--- config.mk ---
export PLATFORM = sky130hd
export DESIGN_NAME = gwa_payout
export DESIGN_NICKNAME = d
export VERILOG_FILES = /design/src/rtl/gwa_payout.sv
export SDC_FILE = /design/constraint.sdc
export NUM_CORES = 1
export LEC_CHECK = 0
export CAP_MARGIN = 25
export CORE_ASPECT_RATIO = 0.8
export CORE_UTILIZATION = 40
export DETAILED_ROUTE_END_ITERATION = 8
export PLACE_DENSITY = 0.62
export SYNTH_ARGS = -nofsm -noshare
export SYNTH_HDL_FRONTEND = slang
export SYNTH_SLANG_ARGS = --single-unit
--- constraint.sdc ---
create_clock -name clk -period 2.9 [get_ports clk]
set_clock_uncertainty 0.1 [all_clocks]
set_input_delay 0.58 -clock clk [delete_from_list [all_inputs] [get_ports clk]]
set_output_delay 0.58 -clock clk [all_outputs]
set_load 0.01 [all_outputs]
--- src/rtl/gwa_payout.sv ---
// gwa_payout -- coin payout controller for the money-changer.
//
// Accepts one-cycle return pulses from the changer FSM and queues them as
// per-denomination pending counts (10-cent, 1-euro, 2-euro). Coins are paid
// out one at a time: the selected ejector is driven for PULSE_W cycles, then
// the block waits for that coin's drop sensor. A missing sensor pulse is
// treated as a jam, and the block halts in FAULT until rst.
//
// Ports:
//   clk, rst                     clock (rising edge), async active-high reset
//   c10_req / c20_req            pulse: +10 / +20 ten-cent coins
//   eu1_req / eu2_req            pulse: +1 one-euro / +1 two-euro coin
//   sens_10c / sens_1e / sens_2e one-cycle drop pulse per coin
//   ej_10c / ej_1e / ej_2e       ejector solenoid drive (at most one high)
//   pend_10c [CNT_W]             pending 10-cent coins
//   busy                         not idle, or coins still pending
//   ovf                          sticky: a request was clipped by saturation
//   fault                        sticky: jam detected, block halted
//
// Build option: define GWA_PAYOUT_RETRY_EN to fire one extra ejector pulse
// after the first timeout of a coin before declaring a jam.
module gwa_payout #(
  parameter int PULSE_W = 4,
  parameter int TIMEOUT = 64,
  parameter int CNT_W   = 6
) (
  input  logic             clk,
  input  logic             rst,
  input  logic             c10_req,
  input  logic             c20_req,
  input  logic             eu1_req,
  input  logic             eu2_req,
  input  logic             sens_10c,
  input  logic             sens_1e,
  input  logic             sens_2e,
  output logic             ej_10c,
  output logic             ej_1e,
  output logic             ej_2e,
  output logic [CNT_W-1:0] pend_10c,
  output logic             busy,
  output logic             ovf,
  output logic             fault
);

  typedef enum logic [1:0] {
    ST_IDLE  = 2'd0,
    ST_EJECT = 2'd1,
    ST_WAIT  = 2'd2,
    ST_FAULT = 2'd3
  } state_t;

  localparam logic [1:0] SEL_10C = 2'd0;
  localparam logic [1:0] SEL_1E  = 2'd1;
  localparam logic [1:0] SEL_2E  = 2'd2;

  // One timer serves both the pulse width and the sensor timeout.
  localparam int TMAX = (TIMEOUT > PULSE_W) ? TIMEOUT : PULSE_W;
  localparam int TW   = $clog2(TMAX + 1);
  localparam logic [TW-1:0] PULSE_LAST   = TW'(PULSE_W - 1);
  localparam logic [TW-1:0] TIMEOUT_LAST = TW'(TIMEOUT - 1);

  // Headroom for pend + 30 before clipping.
  localparam int SW = CNT_W + 5;
  localparam logic [SW-1:0] MAX10 = {5'b00000, {CNT_W{1'b1}}};

  state_t           state_q, state_d;
  logic [1:0]       sel_q, sel_d;
  logic [TW-1:0]    tmr_q, tmr_d;
  logic [CNT_W-1:0] pend_10c_q, pend_10c_d;
  logic [3:0]       pend_1e_q, pend_1e_d;
  logic [3:0]       pend_2e_q, pend_2e_d;
  logic             ovf_q, ovf_d;
  logic             done_s;
  logic             sens_sel_s;
  logic             dec10_s, dec1_s, dec2_s;
  logic [SW-1:0]    sum10_s;
  logic [4:0]       sum1_s, sum2_s;
`ifdef GWA_PAYOUT_RETRY_EN
  logic             retry_q, retry_d;
`endif

  // Select the drop sensor of the coin currently being paid out.
  always_comb begin
    case (sel_q)
      SEL_2E:  sens_sel_s = sens_2e;
      SEL_1E:  sens_sel_s = sens_1e;
      SEL_10C: sens_sel_s = sens_10c;
      default: sens_sel_s = 1'b0;
    endcase
  end

  // FSM state register: state, selected denomination, timer.
  always_ff @(posedge clk or posedge rst) begin
    if (rst) begin
      state_q <= ST_IDLE;
      sel_q   <= SEL_10C;
      tmr_q   <= '0;
`ifdef GWA_PAYOUT_RETRY_EN
      retry_q <= 1'b0;
`endif
    end else begin
      state_q <= state_d;
      sel_q   <= sel_d;
      tmr_q   <= tmr_d;
`ifdef GWA_PAYOUT_RETRY_EN
      retry_q <= retry_d;
`endif
    end
  end

  // FSM next-state logic. Priority is evaluated only in IDLE, so a late
  // high-value request never preempts the coin in flight.
  always_comb begin
    state_d = state_q;
    sel_d   = sel_q;
    tmr_d   = tmr_q;
    done_s  = 1'b0;
`ifdef GWA_PAYOUT_RETRY_EN
    retry_d = retry_q;
`endif
    case (state_q)
      ST_IDLE: begin
        tmr_d = '0;
`ifdef GWA_PAYOUT_RETRY_EN
        // Every coin starts with its retry still available.
        retry_d = 1'b0;
`endif
        if (pend_2e_q != 4'd0) begin
          sel_d   = SEL_2E;
          state_d = ST_EJECT;
        end else if (pend_1e_q != 4'd0) begin
          sel_d   = SEL_1E;
          state_d = ST_EJECT;
        end else if (pend_10c_q != '0) begin
          sel_d   = SEL_10C;
          state_d = ST_EJECT;
        end else begin
          state_d = ST_IDLE;
        end
      end
      ST_EJECT: begin
        if (sens_sel_s) begin
          done_s  = 1'b1;
          state_d = ST_IDLE;
        end else if (tmr_q == PULSE_LAST) begin
          tmr_d   = '0;
          state_d = ST_WAIT;
        end else begin
          tmr_d = tmr_q + TW'(1'b1);
        end
      end
      ST_WAIT: begin
        if (sens_sel_s) begin
          done_s  = 1'b1;
          state_d = ST_IDLE;
        end else if (tmr_q == TIMEOUT_LAST) begin
`ifdef GWA_PAYOUT_RETRY_EN
          if (!retry_q) begin
            retry_d = 1'b1;
            tmr_d   = '0;
            state_d = ST_EJECT;
          end else begin
            state_d = ST_FAULT;
          end
`else
          state_d = ST_FAULT;
`endif
        end else begin
          tmr_d = tmr_q + TW'(1'b1);
        end
      end
      ST_FAULT: begin
        state_d = ST_FAULT;
      end
      default: begin
        state_d = ST_FAULT;
      end
    endcase
  end

  // Pending counters: saturating add of requests minus a completed coin.
  // The decrement cannot underflow: a coin is only selected when its count
  // is nonzero, and nothing else lowers the count.
  always_comb begin
    dec10_s = done_s && (sel_q == SEL_10C);
    dec1_s  = done_s && (sel_q == SEL_1E);
    dec2_s  = done_s && (sel_q == SEL_2E);
    sum10_s = SW'(pend_10c_q)
            + (c10_req ? SW'(5'd10) : SW'(5'd0))
            + (c20_req ? SW'(5'd20) : SW'(5'd0))
            - SW'(dec10_s);
    sum1_s  = {1'b0, pend_1e_q} + {4'd0, eu1_req} - {4'd0, dec1_s};
    sum2_s  = {1'b0, pend_2e_q} + {4'd0, eu2_req} - {4'd0, dec2_s};
    pend_10c_d = pend_10c_q;
    pend_1e_d  = pend_1e_q;
    pend_2e_d  = pend_2e_q;
    ovf_d      = ovf_q;
    if (state_q != ST_FAULT) begin
      if (sum10_s > MAX10) begin
        pend_10c_d = {CNT_W{1'b1}};
        ovf_d      = 1'b1;
      end else begin
        pend_10c_d = sum10_s[CNT_W-1:0];
      end
      if (sum1_s > 5'd15) begin
        pend_1e_d = 4'd15;
        ovf_d     = 1'b1;
      end else begin
        pend_1e_d = sum1_s[3:0];
      end
      if (sum2_s > 5'd15) begin
        pend_2e_d = 4'd15;
        ovf_d     = 1'b1;
      end else begin
        pend_2e_d = sum2_s[3:0];
      end
    end else begin
      // Halted: requests are dropped, counts frozen.
      pend_10c_d = pend_10c_q;
      pend_1e_d  = pend_1e_q;
      pend_2e_d  = pend_2e_q;
    end
  end

  // Pending-count and overflow registers.
  always_ff @(posedge clk or posedge rst) begin
    if (rst) begin
      pend_10c_q <= '0;
      pend_1e_q  <= 4'd0;
      pend_2e_q  <= 4'd0;
      ovf_q      <= 1'b0;
    end else begin
      pend_10c_q <= pend_10c_d;
      pend_1e_q  <= pend_1e_d;
      pend_2e_q  <= pend_2e_d;
      ovf_q      <= ovf_d;
    end
  end

  // Output decode from registered state only; rst clears ejectors at once.
  always_comb begin
    ej_10c = 1'b0;
    ej_1e  = 1'b0;
    ej_2e  = 1'b0;
    if (state_q == ST_EJECT) begin
      case (sel_q)
        SEL_10C: ej_10c = 1'b1;
        SEL_1E:  ej_1e  = 1'b1;
        SEL_2E:  ej_2e  = 1'b1;
        default: ej_10c = 1'b0;
      endcase
    end else begin
      ej_10c = 1'b0;
    end
    pend_10c = pend_10c_q;
    busy     = (state_q != ST_IDLE) || (pend_10c_q != '0) ||
               (pend_1e_q != 4'd0) || (pend_2e_q != 4'd0);
    ovf      = ovf_q;
    fault    = (state_q == ST_FAULT);
  end

endmodule

[Yosys cells after proc, flatten, opt, wreduce, memory -nomap -nowiden]
Index checks and enable logic that the tools add are counted.
Cells by class
  $add $sub $neg: 8
  multiply operators: 0
  divide/modulo/power cells: 0
  $lt $le $gt $ge: 3
  equality and inequality tests: 13
  shifts and indexed selects: 0
  multiplexer cells: 33
  bitwise operators: 0
  reduce and logical (&&, ||, !) cells: 20
Operators by type and width (count)
  7-bit two-way mux: 4
  7-bit case mux with 3 select lines: 1
  1-bit two-way mux: 14
  2-bit two-way mux: 7
  4-bit two-way mux: 3
  11-bit by 6-bit > comparator with 1-bit output, second input constant: 1
  4-bit by 1-bit adder with 5-bit output: 2
  5-bit by 4-bit > comparator with 1-bit output, second input constant: 2
  5-bit by 1-bit subtractor with 5-bit output: 2
  3-bit nonzero test: 3
  8-bit by 1-bit subtractor with 9-bit output: 1
  7-bit by 5-bit adder with 8-bit output: 1
  2-bit != test, second input constant: 4
  2-bit case mux with 4 select lines: 1
  4-bit nonzero test: 2
  6-bit by 4-bit adder with 7-bit output: 1
  7-bit by 1-bit adder with 7-bit output, second input constant: 1
  7-bit by 2-bit equality test with 1-bit output, second input constant: 1
  7-bit by 6-bit equality test with 1-bit output, second input constant: 1
  2-bit equality test, second input constant: 3
  6-bit two-way mux: 1
  3-bit != test, second input constant: 2
  2-bit AND reduction: 3
  6-bit nonzero test: 1
  other kinds (9): 15
Storage, ports and cells
  flip-flop bits (word level): 26
  bits in latches: 0
  RAM bits: 0
  ROM bits: 0
  input bits: 9
  word-level logic and storage cells: 84
  memories: 0

[Logic depth before layout (Yosys ltp)]
  word-level depth: 10
  depth in mapped cells: 14
  gate-level depth less buffers: 14

[Worst setup path after synthesis]
No wires, ideal clock.
  path kind: register -> register
  start: reg state_q[0]
  end: reg ovf_q (netlist: ovf)
  setup time: 0.129 ns
  arrival time: 2.652 ns
  slack: 0.019 ns
  stages on the path, launching flop included: 13
  period minus slack after synthesis: 2.881 ns
  cell sequence: dfrtp_1 inv_1 ha_1 and4b_2 ha_1 inv_1 ha_1 inv_1 fa_1 nand2b_1 a21oi_1 xnor2_1 o41a_1
Between the ends
  word-level cells in the longest chain between the ends: 8
  elaborated cells between the ends (all ways): 18
  classes of those cells: add/sub: 3; order compare: 3; eq/ne: 3; mux: 3; reduce/logical: 6
Ends and longest elaborated chain
  start: declaration: line 66  | state_t state_q, state_d;
  start signal: assignment: line 102  | state_q <= state_d;
  2-bit by 1-bit equality test with 1-bit output or 2-bit equality test (tied branches): line 121  | case (state_q)
  2-bit OR reduction (no source line)
  1-bit two-way mux
  1-bit logical AND, on equally long branches: line 185, 186, 187
  8-bit by 1-bit subtractor with 9-bit output, or another cell as far along: line 191  | - SW'(dec10_s);
  11-bit by 6-bit > comparator with 1-bit output, or another cell as far along: line 199  | if (sum10_s > MAX10) begin
  3-bit nonzero test (no source line) or 1-bit two-way mux (tied branches)
  2-bit AND reduction (no source line) or 1-bit two-way mux (tied branches)
  end signal: assignment: line 236  | ovf_q <= ovf_d;
  end: declaration: line 72  | logic ovf_q, ovf_d;
Several ways; a longest one is shown, not always the timed one.
A chain may end at the register's enable or synchronous reset.

[Worst setup path in the final report]
  start: in c10_req
  end: reg ovf_q (netlist: ovf)
Between the ends
  word-level cells in the longest chain between the ends: 7
Ends and longest elaborated chain
  start: declaration: line 29  | input logic c10_req,
  4-bit two-way mux: line 189  | + (c10_req ? SW'(5'd10) : SW'(5'd0))
  6-bit by 4-bit adder with 7-bit output: line 189
  7-bit by 5-bit adder with 8-bit output: line 190  | + (c20_req ? SW'(5'd20) : SW'(5'd0))
  8-bit by 1-bit subtractor with 9-bit output: line 191
  11-bit by 6-bit > comparator with 1-bit output: line 199
  3-bit nonzero test (no source line)
  2-bit AND reduction (no source line)
Every way passes these cells.

==> results.py <==
metrics = {
    "power": {
        "power_density_mw_per_mm2": 1130,
        "max-vdd-ir-drop_mv": 0.560,
        "lkg_pwr_uw": 0.00130,
    },
    "synthesis": {
        "net_count_synth": 280,
        "synth_enable_flop_cells": 0,
        "synth.distinct_cells": 47,
        "synth_sequential_area_ratio_pct": 30.9,
        "synthesis.instances": 238,
        "netlist_area_mm2": 0.00211,
        "synth-main-ff-cell": "sky130_fd_sc_hd__dfrtp_1",
        "yosys_warnings": 0,
        "postSynthAreaPerCell_um2": 8.85,
        "synthArstFlopShare_pct": 100,
        "yosys_register_bits": 26,
    },
    "critical_path": {
        "cp_data_required_time_ns": 2.96,
        "criticalPathCategory": "in -> reg",
        "crit_path_launch_type": "input pin",
        "worst_r2r_path_depth": 12,
        "critPathCaptureType": "register",
        "cp_max_fo": 6,
        "worst_r2r_startpoint": "state_q[0]",
        "r2r-end": "ovf",
        "rrSetupSlack_ns": 0.08,
        "arrival_ns": 2.89,
    },
    "timing": {
        "timing_worst_slew_pin_value_ns": 0.523,
        "slew_headroom_pct": 65.2,
        "layout_min_cycle_time_ns": 2.83,
        "setup_slack_ns": 0.0694,
        "report.final.hold_viol_count": 0,
        "drv_slew": 0,
        "timing.final.setup_violations": 0,
        "final_cycle_utilization_of_the_critical_path_pct": 97.6,
        "setup_repair_after_global_routing_missed_its_margin": "yes",
        "fmax_mhz": 353,
        "setup_total_negative_slack_ns": 0,
    },
    "cts": {
        "tritoncts.num_buffers": 3,
        "clkLatencyLatePin_ns": 0.27,
        "cts_hold_buf": 0,
        "clock_root_cell": "sky130_fd_sc_hd__clkbuf_8",
        "clock_tree.buffer_depth": 2,
        "cts.sinks": 26,
        "cts_tree": "yes",
        "clock_transition_at_path_regs_ns": 0.09,
        "number_of_h_tree_levels": 1,
    },
    "grt": {
        "total_congestion_overflow_after_global_routing": 0,
        "globalRoute.busiestLayer": "met2",
        "grt.met1_usage_pct": 25.8,
        "use_met2_pct": 29.5,
        "grt_usage_pct": 18.3,
        "grtUsageMet3_pct": 3.72,
        "antenna_violations_before_repair": 0,
        "grt_pass1_wl_um": 8120,
        "grt_pass1_vias": 1709,
        "pin_count_of_the_biggest_net_entering_global_routing": 32,
    },
    "routing": {
        "drt_iter0_markers": 76,
        "route.detailed.vias_per_inst": 5.04,
        "routed_wl_um": 4860,
        "detail_route.drc_violations": 0,
        "vias": 1739,
        "drt_first_pass_iters": 4,
        "post_drt_wl_per_cell_um": 14.1,
        "postRouteAntennaNets": 0,
    },
    "hold_path": {
        "hold_end": "tmr_q[1]",
        "timing.hold.worst.start": "tmr_q[1]",
        "worstHoldPathType": "reg -> reg",
        "hold-path-cell-count": 2,
    },
    "floorplan": {
        "initial_standard_cell_utilization_of_the_core_pct": 41.8,
        "floorplan.die_area_mm2": 0.00556,
        "coreArea_mm2": 0.00504,
        "floorplan.rows": 23,
        "dieHeight_um": 66.9,
        "num_io_pins": 21,
        "die_x_um": 83.1,
    },
    "placed_design": {
        "place.detailed.hpwl_um": 3480,
        "place.gp.congestion": 0.816,
        "placedCellCount": 336,
        "port-buffer-count": 20,
        "area_after_dpl_mm2": 0.00252,
        "pre_cts_slack_ns": -0.388,
    },
    "finish": {
        "layout.core_utilization_pct": 55.2,
        "flow.area_growth_from_synthesis_pct": 32.0,
        "layout.cells.most_common": "sky130_fd_sc_hd__inv_1",
        "post_route_cells_drive_above_1_share_pct": 24.0,
        "finalInstanceArea_mm2": 0.00278,
        "n_diodes": 0,
        "most-common-layout-cells": "sky130_fd_sc_hd__inv_1, sky130_fd_sc_hd__ha_1, sky130_fd_sc_hd__dfrtp_1, sky130_fd_sc_hd__buf_4, sky130_fd_sc_hd__clkdlybuf4s50_1",
        "finish.net_count": 326,
        "finish.cell_count_without_fillers": 345,
    },
    "status": {
        "status": "completed",
    },
    "job": {
        "max_cap_violations": 0,
    },
}
==> Yosys cell counts (2+ instances only) <==
master | n | area, um^2
sky130_fd_sc_hd__inv_1 | 42 | 158
sky130_fd_sc_hd__ha_1 | 30 | 375
sky130_fd_sc_hd__dfrtp_1 | 26 | 651
sky130_fd_sc_hd__a21oi_1 | 17 | 85.1
sky130_fd_sc_hd__nand2_1 | 12 | 45.0
sky130_fd_sc_hd__nor2_1 | 9 | 33.8
sky130_fd_sc_hd__nor3_1 | 9 | 45.0
sky130_fd_sc_hd__nand3_1 | 8 | 40.0
sky130_fd_sc_hd__nand2b_1 | 7 | 43.8
sky130_fd_sc_hd__xnor2_1 | 7 | 61.3
sky130_fd_sc_hd__nor2b_1 | 6 | 37.5
sky130_fd_sc_hd__a22oi_1 | 4 | 30.0
sky130_fd_sc_hd__nor3b_1 | 4 | 30.0
sky130_fd_sc_hd__o21ai_0 | 4 | 20.0
sky130_fd_sc_hd__o22ai_1 | 4 | 25.0
sky130_fd_sc_hd__o31a_1 | 4 | 35.0
sky130_fd_sc_hd__clkbuf_1 | 3 | 11.3
sky130_fd_sc_hd__fa_1 | 3 | 60.1
sky130_fd_sc_hd__a21o_1 | 2 | 15.0
sky130_fd_sc_hd__a2bb2oi_1 | 2 | 17.5
sky130_fd_sc_hd__buf_2 | 2 | 10.0
sky130_fd_sc_hd__mux2_2 | 2 | 22.5
sky130_fd_sc_hd__nand3b_1 | 2 | 15.0
sky130_fd_sc_hd__nand4_1 | 2 | 12.5
sky130_fd_sc_hd__o21ai_2 | 2 | 17.5
sky130_fd_sc_hd__or3_1 | 2 | 12.5
sky130_fd_sc_hd__or4_1 | 2 | 15.0
sky130_fd_sc_hd__xor2_1 | 2 | 17.5
==> power breakdown <==
group	total, uW	switching [uW]	internal (uW)	leakage [uW]
Sequential	602	114	488	0.000298
Combinational	2310	1110	1200	0.000976
Clock	234	112	121	0.0000288
==> routing by layer <==
layer  up-vias  wire length, um
met5         -                0
met4         0               10
met3         2              100
met2        21             2260
met1       807             2490
li1        909                -
==> layout make-up <==
cell class                      count  area (um^2)
Sequential cell                    26          652
Timing Repair Buffer               47          420
Clock buffer                        4         55.1
Tap cell                           62         77.6
Inverter                           42          160
Fill cell                         443         2260
Multi-Input combinational cell    164         1420
==> registers in the layout (all words and copies together) (netlist names) <==
signal,count
tmr_q,7
pend_10c,6
pend_1e_q,4
pend_2e_q,4
sel_q,2
state_q,2
ovf,1
==> per-stage QoR <==
step / hold WS, ns / total power (uW)
floorplan: 0.385 / 1860
global route: 0.479 / 3410
CTS: 0.453 / 2970
global placement: 0.420 / 2440
detailed placement: 0.433 / 2480
finish: 0.450 / 3140
==> worst max-delay path, cell delays in order <==
cell                              delay (ns)
sky130_fd_sc_hd__clkdlybuf4s50_1        0.45
sky130_fd_sc_hd__inv_1                  0.05
sky130_fd_sc_hd__ha_1                   0.28
sky130_fd_sc_hd__inv_2                  0.07
sky130_fd_sc_hd__ha_4                   0.13
sky130_fd_sc_hd__inv_2                  0.04
sky130_fd_sc_hd__fa_2                   0.38
sky130_fd_sc_hd__nor2b_1                0.12
sky130_fd_sc_hd__o21ai_1                0.09
sky130_fd_sc_hd__nand3b_1               0.08
sky130_fd_sc_hd__nand3_1                0.08
sky130_fd_sc_hd__buf_6                  0.14
sky130_fd_sc_hd__o41a_1                 0.38
==> cells by family after synthesis <==
group                    after synthesis  synth area share, %
AND/OR/NAND/NOR                       69                 18.0
AO/OA/AOI/OAI                         50                 16.1
buffers and inverters                 48                 9.03
adder cells (fa/ha/maj)               33                 20.7
flip-flops                            26                 30.9
XOR/XNOR                               9                 3.74
multiplexers                           3                 1.54
==> worst max-delay path by stage <==
stage                     startpoint      endpoint  slack (ns)  cells past startpoint
after floorplan           state_q[0]           ovf        0.02                     12
after global placement       sens_1e  pend_1e_q[0]       -0.38                     13
after detailed placement     sens_1e  pend_1e_q[0]       -0.39                     13
after CTS                    sens_1e           ovf      -0.006                     11
after global routing      state_q[1]  pend_2e_q[0]       -0.05                     16
final                        c10_req           ovf        0.07                     13
==> timing repair <==
item                       in CTS  in global routing
setup endpoints to repair       8                 16
gates resized for setup        21                 21
buffers inserted                3                  3
pin swaps                       8                 15
(Power assumes the default switching activity.)
